File: config.mk
export PLATFORM = sky130hd
export DESIGN_NAME = arm_imm_encoder
export DESIGN_NICKNAME = d
export VERILOG_FILES = /design/src/rtl/arm_pkg.sv /design/src/rtl/arm_rol32.sv /design/src/rtl/arm_imm_encoder.sv
export SDC_FILE = /design/constraint.sdc
export NUM_CORES = 1
export LEC_CHECK = 0
export ABC_AREA = 0
export CORE_MARGIN = 5
export CORE_UTILIZATION = 50
export DETAILED_ROUTE_END_ITERATION = 10
export GPL_ROUTABILITY_DRIVEN = 0
export HOLD_SLACK_MARGIN = 0.05
export PLACE_DENSITY_LB_ADDON = 0.15
export SLEW_MARGIN = 25
export SYNTH_ARGS = -nofsm -noshare
export SYNTH_HDL_FRONTEND = slang
export SYNTH_SLANG_ARGS = --single-unit
File: constraint.sdc
create_clock -name clk -period 8.3 [get_ports clk]
set_input_delay 1.245 -clock clk [delete_from_list [all_inputs] [get_ports clk]]
set_output_delay 1.245 -clock clk [all_outputs]
set_load 0.02 [all_outputs]
File: src/rtl/arm_pkg.sv
// arm_pkg: shared FSM state type and field widths for the ARM rotated-imm8 encoder
package arm_pkg;
  typedef enum logic [1:0] {IDLE, SEARCH, DONE} state_t;
  localparam int ROT_W = 4;
  localparam int IMM8_W = 8;
  localparam int SHIFT_OP_W = 12;
endpackage

File: src/rtl/arm_rol32.sv
// arm_rol32: combinational 32-bit rotate left
module arm_rol32 (
  input  logic [31:0] data,
  input  logic [4:0]  amount,
  output logic [31:0] rotated
);
  logic [63:0] wide;
  assign wide = {data, data} << amount;
  assign rotated = wide[63:32];
endmodule

File: src/rtl/arm_imm_encoder.sv
// arm_imm_encoder: serial search for the ARM rotated-imm8 encoding of a 32-bit constant
// Define ARM_IMM_ENCODER_MVN_EN to also try the complement (MVN) in parallel.
module arm_imm_encoder
  import arm_pkg::*;
(
  input  logic                  clk,
  input  logic                  rst,
  input  logic                  in_valid,
  output logic                  in_ready,
  input  logic [31:0]           value,
  output logic                  out_valid,
  input  logic                  out_ready,
  output logic                  encodable,
  output logic                  inverted,
  output logic [SHIFT_OP_W-1:0] shift_operand
);
  state_t state, next;
  logic [ROT_W-1:0] r;
  logic [31:0] val, rot_p;
  logic plain_hit, inv_hit, last;
  logic [IMM8_W-1:0] imm;
  arm_rol32 u_rol_p (.data(val), .amount({r, 1'b0}), .rotated(rot_p));
  assign plain_hit = rot_p[31:IMM8_W] == '0;
`ifdef ARM_IMM_ENCODER_MVN_EN
  logic [31:0] rot_n;
  arm_rol32 u_rol_n (.data(~val), .amount({r, 1'b0}), .rotated(rot_n));
  assign inv_hit = rot_n[31:IMM8_W] == '0;
  assign imm = plain_hit ? rot_p[IMM8_W-1:0] : rot_n[IMM8_W-1:0];
`else
  assign inv_hit = 1'b0;
  assign imm = rot_p[IMM8_W-1:0];
`endif
  assign last = r == {ROT_W{1'b1}};
  assign in_ready = state == IDLE;
  assign out_valid = state == DONE;
  always_ff @(posedge clk or negedge rst)
    if (!rst) state <= IDLE;
    else state <= next;
  always_comb begin
    next = state;
    case (state)
      IDLE:    next = in_valid ? SEARCH : IDLE;
      SEARCH:  next = (plain_hit || inv_hit || last) ? DONE : SEARCH;
      DONE:    next = out_ready ? IDLE : DONE;
      default: next = IDLE;
    endcase
  end
  always_ff @(posedge clk or negedge rst)
    if (!rst) begin
      r <= '0;
      val <= '0;
      encodable <= 1'b0;
      inverted <= 1'b0;
      shift_operand <= '0;
    end else if (state == IDLE && in_valid) begin
      r <= '0;
      val <= value;
    end else if (state == SEARCH) begin
      if (plain_hit || inv_hit) begin
        shift_operand <= {r, imm};
        encodable <= 1'b1;
        inverted <= !plain_hit;
      end else if (last) begin
        shift_operand <= '0;
        encodable <= 1'b0;
        inverted <= 1'b0;
      end else r <= r + 1'b1;
    end
endmodule

==> metrics.txt, run 1 <==
reg2reg start r[1]$_DFFE_PN0P_; fin crit share 46.5%; Via density 6.14; Worst-Skew Late Latency 300 ps; final setup fails 0; chip width around 94 um; share of cells above drive strength 1 15.9%; routed len/inst 18.1 um; worst r2r path cells 8; Vias 3094; H-tree depth 2; first-pass GRT wire length 15.3 mm; #FFs+latches synth between 50 and 60; sw power 719 uW; Post-DP HPWL around 6.4 mm; die height 93.6 um; P_leak approximately 1.8 nW; clock buffer depth 2; layout overhead on the synthesized area 18.8%; P_int slightly below 900 uW; Final Max Tran Viols 0; First-pass DRT Iterations 5; max-cap viol count 0; gr usage total between 20 and 25%; ys flop type dfrtp_1; Ports 52; vias in the first global route 2968; diodes inserted 0; Worst Hold Endpoint shift_operand[6]$_DFFE_PN0P_; flop2flop setup slack roughly 4400 ps; # hold bufs at CTS 0; worst-path fanout max 34; Setup crit start kind register; leading area contributor after synthesis dfrtp_1; Root Buffer clkbuf_8; largest net degree at the start of global routing between 50 and 60; clock edge transition at the registers on the reported setup and hold paths 90 ps; TritonCTS clock tree built; GR Util met3 4.34%; Mapped Area 3490 um^2; Fin. Hold Viols 0; commonest non-fill, non-tap cell in the layout nand2_1; RSZ-0062 raised after global routing false; met2 Use GR ~35%; CP arrival around 4000 ps; sequential area share after synthesis 36.6%; Row Count 30; GRT Residual Overflow 0; Flop pwr share 33.1%; count of cell types in the netlist between 50 and 60; drt drc 0; Tightest Pin Transition 708 ps; core area 6790 um^2; Post-synth EDFFs 0; total die area 8750 um^2; Min Hold Slack 507 ps; Post-CTS Setup Bufs 0; Worst Min Path Start shift_operand[6]$_DFFE_PN0P_; Port Buffers 50; switching share of power 44.9%; setup ws final 4440 ps; CP Capture Type register; Comb power frac 54.2%; number of routed nets with antenna violations 0; worst r2r dst shift_operand[3]$_DFFE_PN0P_; M1 GR Usage 29.5%; Post-CTS Resized 0; PwrDens 386 nW/um^2; drt total wl 9.11 mm; synth top area cells dfrtp_1 37%, mux4_2 16%, nand2_1 13%; clock skew 5.17 ps; status complete, no violations; DP Worst Slack roughly 4400 ps; initial core utilization slightly above 50%; clock group share of total power 12.7%; Synth top area share 36.6%; WHS Path Cells 1; initial drt markers 307; Pwr Total 1.60 mW; DP Cell Count 496; ys async rst share 100%; Syn Inst Count 372; most frequent cells in the layout 123 x nand2_1, 50 x dfrtp_1, 49 x clkdlybuf4s50_1; busiest grt layer met2; final-stage net count 444; Avg Cell Area, Syn 9.38 um^2; Relative slew margins 52.8%; VDD IR max 158 uV; antenna violations before repair 0; required time of the critical path 8500 ps; Ys Warns 0; min Tclk post-route ~3900 ps; Non-Filler Instances 504; Setup CP Type register to register; CTS sink count 51; Syn Nets 409; number of CTS-inserted buffers 5; Min-Delay Path Class register to register; setup tns final 0 ps; max frequency 259 MHz
-- state kept, by name, indices dropped and copies added, names as in the netlist --
| register | flops |
|---|---|
| state | 2 |
| val | 32 |
| r | 4 |
| shift_operand | 12 |
| encodable | 1 |
-- through the flow --
step	instance area, um^2	util (%)
4_1_cts	4150	61.0
3_3_place_gp	4010	59.1
6_report	4150	61.0
5_1_grt	4150	61.0
2_1_floorplan	3490	-
3_5_place_dp	4020	59.1
-- layer usage --
layer | part of all wire, % | vias to the layer above | routed length (um)
li1 | - | 1417 | -
met1 | 40 | 1474 | 3620
met2 | 47 | 163 | 4280
met3 | 9.0 | 40 | 824
met4 | 4.2 | 0 | 386
met5 | 0 | - | 0
-- power by group through the flow --
stage                     Combinational, mW  Clock (mW)  Sequential (mW)
after global routing                  0.954       0.216            0.545
after global placement                0.843           0            0.521
after floorplan                       0.724           0            0.431
final                                 0.868       0.204            0.531
after CTS                             0.860       0.208            0.523
after detailed placement              0.856           0            0.526
-- critical path, stage by stage (launching register included) --
cell	delay, ps
dfrtp_2	680
buf_4	480
mux4_2	580
mux2_4	270
or3_1	300
or4_4	440
a221oi_4	430
o21ai_2	290
a32o_1	280
-- logic make-up (layout without fill, tap and decap cells) --
family	Yosys count	count (layout)	share of synthesized area, %
xor gates and xnor gates	1	1	0.251
buffers and inverters	32	68	4.30
AOI/OAI and AO/OA	56	56	13.7
other	1	1	0.107
muxes	38	38	20.2
DFF	51	51	36.6
and+or+nand+nor	192	192	24.6
adders and majority gates	1	1	0.358
-- final cells by class --
class                           instances  area (um^2)
Clock buffer                            6         72.6
Clock inverter                          2         60.1
Fill cell                             600         2650
Inverter                                5         18.8
Multi-Input combinational cell        289         2070
Sequential cell                        51         1280
Tap cell                               96          120
Timing Repair Buffer                   55          533
-- synth_stat cells (all sizes together), types with 3 or more instances --
cell type	count
a211oi	4
a21oi	13
a32o	3
and2	3
buf	11
clkbuf	16
dfrtp	51
inv	4
mux2	7
mux2i	6
mux4	25
nand2	124
nand2b	3
nand3	4
nor2	17
nor2b	3
nor3	13
nor3b	5
nor4	6
o21ai	9
o22ai	3
o2bb2ai	10
o32ai	3
or4	3
-- worst max-delay path by stage --
stage	from	to	slack, ps
floorplan	r[2]$_DFFE_PN0P_	shift_operand[8]$_DFFE_PN0P_	5400
CTS	r[1]$_DFFE_PN0P_	shift_operand[9]$_DFFE_PN0P_	4430
global route	r[1]$_DFFE_PN0P_	shift_operand[3]$_DFFE_PN0P_	4130
global placement	r[1]$_DFFE_PN0P_	shift_operand[9]$_DFFE_PN0P_	4540
detailed placement	r[1]$_DFFE_PN0P_	shift_operand[9]$_DFFE_PN0P_	4430
finish	r[1]$_DFFE_PN0P_	shift_operand[3]$_DFFE_PN0P_	4440
(Power assumes the default switching activity.)
==> inputs of run 2 (changes only) <==
clock period = 3.15 ns   (was 8.3 ns; I/O delays follow)
==> run 2 against run 1 <==
Against the previous run: fmax increased by 29%; die area unchanged; non-clock buffer count increased by 15; sequential power increased to 2.5 times the previous value; global-route usage increased by 0.54 points; sequential share of layout area decreased by 0.51 points.
==> metrics.txt, run 2 (synthesis gave the netlist of run 1 again) <==
clock edge transition at the registers on the reported setup and hold paths about 90 ps; worst-path fanout max 5; CP bufs+invs 1; gr usage total 22.7%; Min-Delay Path Class input pin to asynchronous set/reset pin; antenna violations before repair 0; TritonCTS clock tree built; max-cap viol count 0; fin crit share 94.8%; Pwr Total 4.19 mW; number of routed nets with antenna violations 0; P_leak 1.82 nW; met2 Use GR 35.4%; CP arrival 3180 ps; Most flops, register val; CTS sink count 51; min Tclk post-route ~3000 ps; final-stage net count 459; Vias 3150; required time of the critical path 3340 ps; chip width 93.6 um; Fin. Hold Viols 0; routed len/inst between 15 and 20 um; Setup crit start kind register; Port Buffers 50; First-pass DRT Iterations 5; Root Buffer clkbuf_8; Largest delay share family, worst path multiplexers; die height roughly 94 um; number of CTS-inserted buffers 5; max reg flops 32; Final Max Tran Viols 0; crit-path max cell delay 530 ps; total die area slightly below 9000 um^2; GR Util met3 4.10%; Relative slew margins about three fifths; H-tree depth 2; first-pass GRT wire length 15.5 mm; commonest non-fill, non-tap cell in the layout nand2_1; core area 6790 um^2; Core Util, Final 62.1%; Via density 6.07; Post-DP HPWL 7.19 mm; initial drt markers 319; fillers 617; clock skew 5.28 ps; Ports 52; layout overhead on the synthesized area 20.9%; GRT Residual Overflow 0; drt total wl 9.57 mm; biggest regs val: 32 flops, shift_operand: 12 flops, r: 4 flops; FF/Latch Area ~1300 um^2; drt drc 0; Worst path depth 8; CP Capture Type register; status complete, no violations; Worst-Skew Late Latency 310 ps; worst r2r path cells 8; M1 GR Usage 30.6%; Setup CP Type register to register; Min Hold Slack ~160 ps; vias in the first global route 3079; initial core utilization approximately half; busiest grt layer met2; critical path cell sequence mux4_2 -> mux2_4 -> or3_1 -> or4_4 -> a221oi_4 -> buf_4 -> o21ai_0 -> a21oi_1; diodes inserted 0; Tightest Pin Transition 599 ps; share of cells above drive strength 1 18.9%; final setup fails 0; clock buffer depth 2; max frequency 335 MHz; most frequent cells in the layout 123 x nand2_1, 49 x dfrtp_1, 49 x clkdlybuf4s50_1; area of the multi-input gates ~2100 um^2; PwrDens 992 nW/um^2; largest net degree at the start of global routing 34; CP max stage cell mux4_2; VDD IR max 421 uV; Row Count 30
==> run 2: area by class of cell <==
class / instances / area share (%)
clock inverter: 2 / 0.296
inverter: 5 / 0.445
tap: 96 / 2.85
clock buffer: 6 / 1.72
multi-input combinational: 289 / 49.0
timing repair buffer: 70 / 15.4
sequential: 51 / 30.3
==> run 2: worst paths after layout <==
check | endpoint | slack [ps] | startpoint
min in group clk | shift_operand[2]$_DFFE_PN0P_ | 510 | shift_operand[2]$_DFFE_PN0P_
worst min register to register | shift_operand[2]$_DFFE_PN0P_ | 510 | shift_operand[2]$_DFFE_PN0P_
worst max register to register | r[1]$_DFFE_PN0P_ | 160 | r[1]$_DFFE_PN0P_
worst max-delay path | r[1]$_DFFE_PN0P_ | 160 | r[1]$_DFFE_PN0P_
worst min-delay path | val[2]$_DFFE_PN0P_ | 160 | rst
max in group asynchronous | r[2]$_DFFE_PN0P_ | 2220 | rst
==> run 2: layer usage <==
metal | routed length [um] | share of wire [%] | vias to the layer above
met1 | 3910 | 41 | 1507
met3 | 816 | 8.5 | 37
met2 | 4470 | 47 | 167
met5 | 0 | 0 | -
met4 | 375 | 3.9 | 0
li1 | - | - | 1439
==> run 2: worst reg2reg max path, stage by stage (launching register included) <==
cell      delay (ps)
dfrtp_2          430
mux4_2           530
mux2_4           280
or3_1            300
or4_4            450
a221oi_4         350
buf_4            170
o21ai_0           90
a21oi_1          270
==> run 2: through the flow <==
step	cell area [um^2]	TNS (ps)	worst slack, ps	cells
after floorplan	3490	0	246	372
after global placement	4120	0	218	510
after detailed placement	4120	0	145	510
after CTS	4200	0	114	518
after global routing	4220	-2.99	-2.99	519
final	4220	0	162	519
==> run 2: power breakdown <==
part	internal, mW	switching [mW]
logic	1.23	1.25
registers	0.880	0.464
clock network	0.156	0.213
==> run 2: timing repair <==
| action | 4_1_cts | 5_1_grt |
|---|---|---|
| endpoints found under the setup margin | 0 | 10 |
| buffers inserted | 0 | 1 |
| resized for setup | 0 | 3 |
| hold buffers | 0 | 0 |
==> inputs of run 3 (changes only) <==
CELL_PAD_IN_SITES_DETAIL_PLACEMENT = 0   (was default)
CELL_PAD_IN_SITES_GLOBAL_PLACEMENT = 2   (was default)
CORE_ASPECT_RATIO = 1.1   (was default)
CORE_UTILIZATION = 31   (was 50)
==> run 3 against run 2 <==
Against the previous run: count of clock-buffer cells in the layout fell by 1; sequential cell count unchanged; largest power group unchanged; clock power increased by 92%.
==> metrics.txt, run 3 (synthesis gave the netlist of run 1 again) <==
max-cap viol count 0; clock buffer depth 2; Fin. Hold Viols 0; GRT Residual Overflow 0; setup tns final 0 ps; Port Buffers 50; DP Cell Count 570; clock skew 4.87 ps; required time of the critical path 3340 ps; layout overhead on the synthesized area 28.5%; CTS sink count approximately 50; initial drt markers 210; vias in the first global route roughly 3000; largest net degree at the start of global routing 37; Final Max Tran Viols 0; Ports 52; core area 11000 um^2; most frequent cells in the layout 123 x nand2_1, 49 x dfrtp_1, 49 x clkdlybuf4s50_1; final setup fails 0; fin crit share 96.2%; Worst-Skew Late Latency 300 ps; Via density 5.25; # hold bufs at CTS 0; die height 121 um; max reg flops 32; H-tree depth 2; drt total wl 10.9 mm; commonest non-fill, non-tap cell in the layout nand2_1; clock edge transition at the registers on the reported setup and hold paths 70 ps; RSZ-0062 raised after global routing false; worst-path fanout max 13; gr usage total 16.6%; Setup CP Type register to register; total die area around 13000 um^2; Finished Cell Area 4480 um^2; Non-Filler Instances 579; Root Buffer clkbuf_16; chip width 111 um; Min-Delay Path Class input pin to asynchronous set/reset pin; Most flops, register val; Row Count 40; routed len/inst 18.8 um; biggest regs val: 32 flops, shift_operand: 12 flops, r: 4 flops; drt drc 0; number of CTS-inserted buffers 5; antenna violations before repair 0; Setup crit start kind register; diodes inserted 0; CP Capture Type register; Relative slew margins 65.0%; min Tclk post-route 3030 ps; TritonCTS clock tree built; max frequency about 330 MHz; PwrDens 1050 nW/um^2; share of cells above drive strength 1 a little over a fifth; Tightest Pin Transition 523 ps; First-pass DRT Iterations 4; first-pass GRT wire length 17.6 mm; Vias 3038; initial core utilization 31.8%; VDD IR max 345 uV; CP arrival 3220 ps; P_leak 1.92 nW; Post-DP HPWL about 8 mm; number of routed nets with antenna violations 0; final-stage net count 468; area of placed instances roughly 4300 um^2; status complete, no violations
-- run 3: layout make-up --
cell class,count,area [um^2]
tap,147,184
clock buffer,5,125
timing repair buffer,79,738
multi-input combinational,289,2070
clock inverter,3,67.6
fill,1087,6480
sequential,51,1280
inverter,5,18.8
-- run 3: metal layers --
layer / vias up / global-route usage, % / wire (um)
li1: 1458 / - / -
met1: 1465 / 22.2 / 4920
met2: 99 / 26.8 / 5180
met3: 16 / 3.44 / 566
met4: 0 / 5.32 / 213
met5: - / 0 / 0
-- run 3: worst max-delay path: stages, from the launching register on --
cell      delay (ps)
dfrtp_1          470
mux4_2           540
mux2_4           280
or3_1            310
or4_4            450
a221oi_4         320
buf_4            180
o21ai_4          130
a32o_1           240
-- run 3: final timing paths --
kind	startpoint	endpoint	slack, ps	depth (start not counted)
setup / recovery	val[9]$_DFFE_PN0P_	shift_operand[9]$_DFFE_PN0P_	120	8
hold / removal	rst	val[7]$_DFFE_PN0P_	150	1
setup reg to reg	val[9]$_DFFE_PN0P_	shift_operand[9]$_DFFE_PN0P_	120	8
hold reg to reg	shift_operand[1]$_DFFE_PN0P_	shift_operand[1]$_DFFE_PN0P_	500	1
max in group asynchronous	rst	val[31]$_DFFE_PN0P_	2370	2
min in group clk	shift_operand[1]$_DFFE_PN0P_	shift_operand[1]$_DFFE_PN0P_	500	1
-- run 3: timing repair --
action,4_1_cts,5_1_grt
resized for setup,0,2
endpoints found under the setup margin,0,13
setup buffers,0,1
-- run 3: metrics by stage --
| step | setup WS [ps] | util [%] | hold WS (ps) | total power, mW |
|---|---|---|---|---|
| 2_1_floorplan | 246 | - | 177 | 3.04 |
| 3_3_place_gp | 105 | 39.0 | 478 | 4.01 |
| 3_5_place_dp | 98.5 | 39.0 | 482 | 3.99 |
| 4_1_cts | 72.6 | 40.8 | 161 | 4.73 |
| 5_1_grt | 4.01 | 40.9 | 190 | 5.04 |
| 6_report | 119 | 40.9 | 145 | 4.72 |
-- run 3: where the power goes --
part / switching (mW) / total (mW) / internal (mW) / leakage [nW]
Clock: 0.252 / 0.707 / 0.455 / 0.0900
Sequential: 0.399 / 1.28 / 0.882 / 0.651
Combinational: 1.42 / 2.73 / 1.31 / 1.18
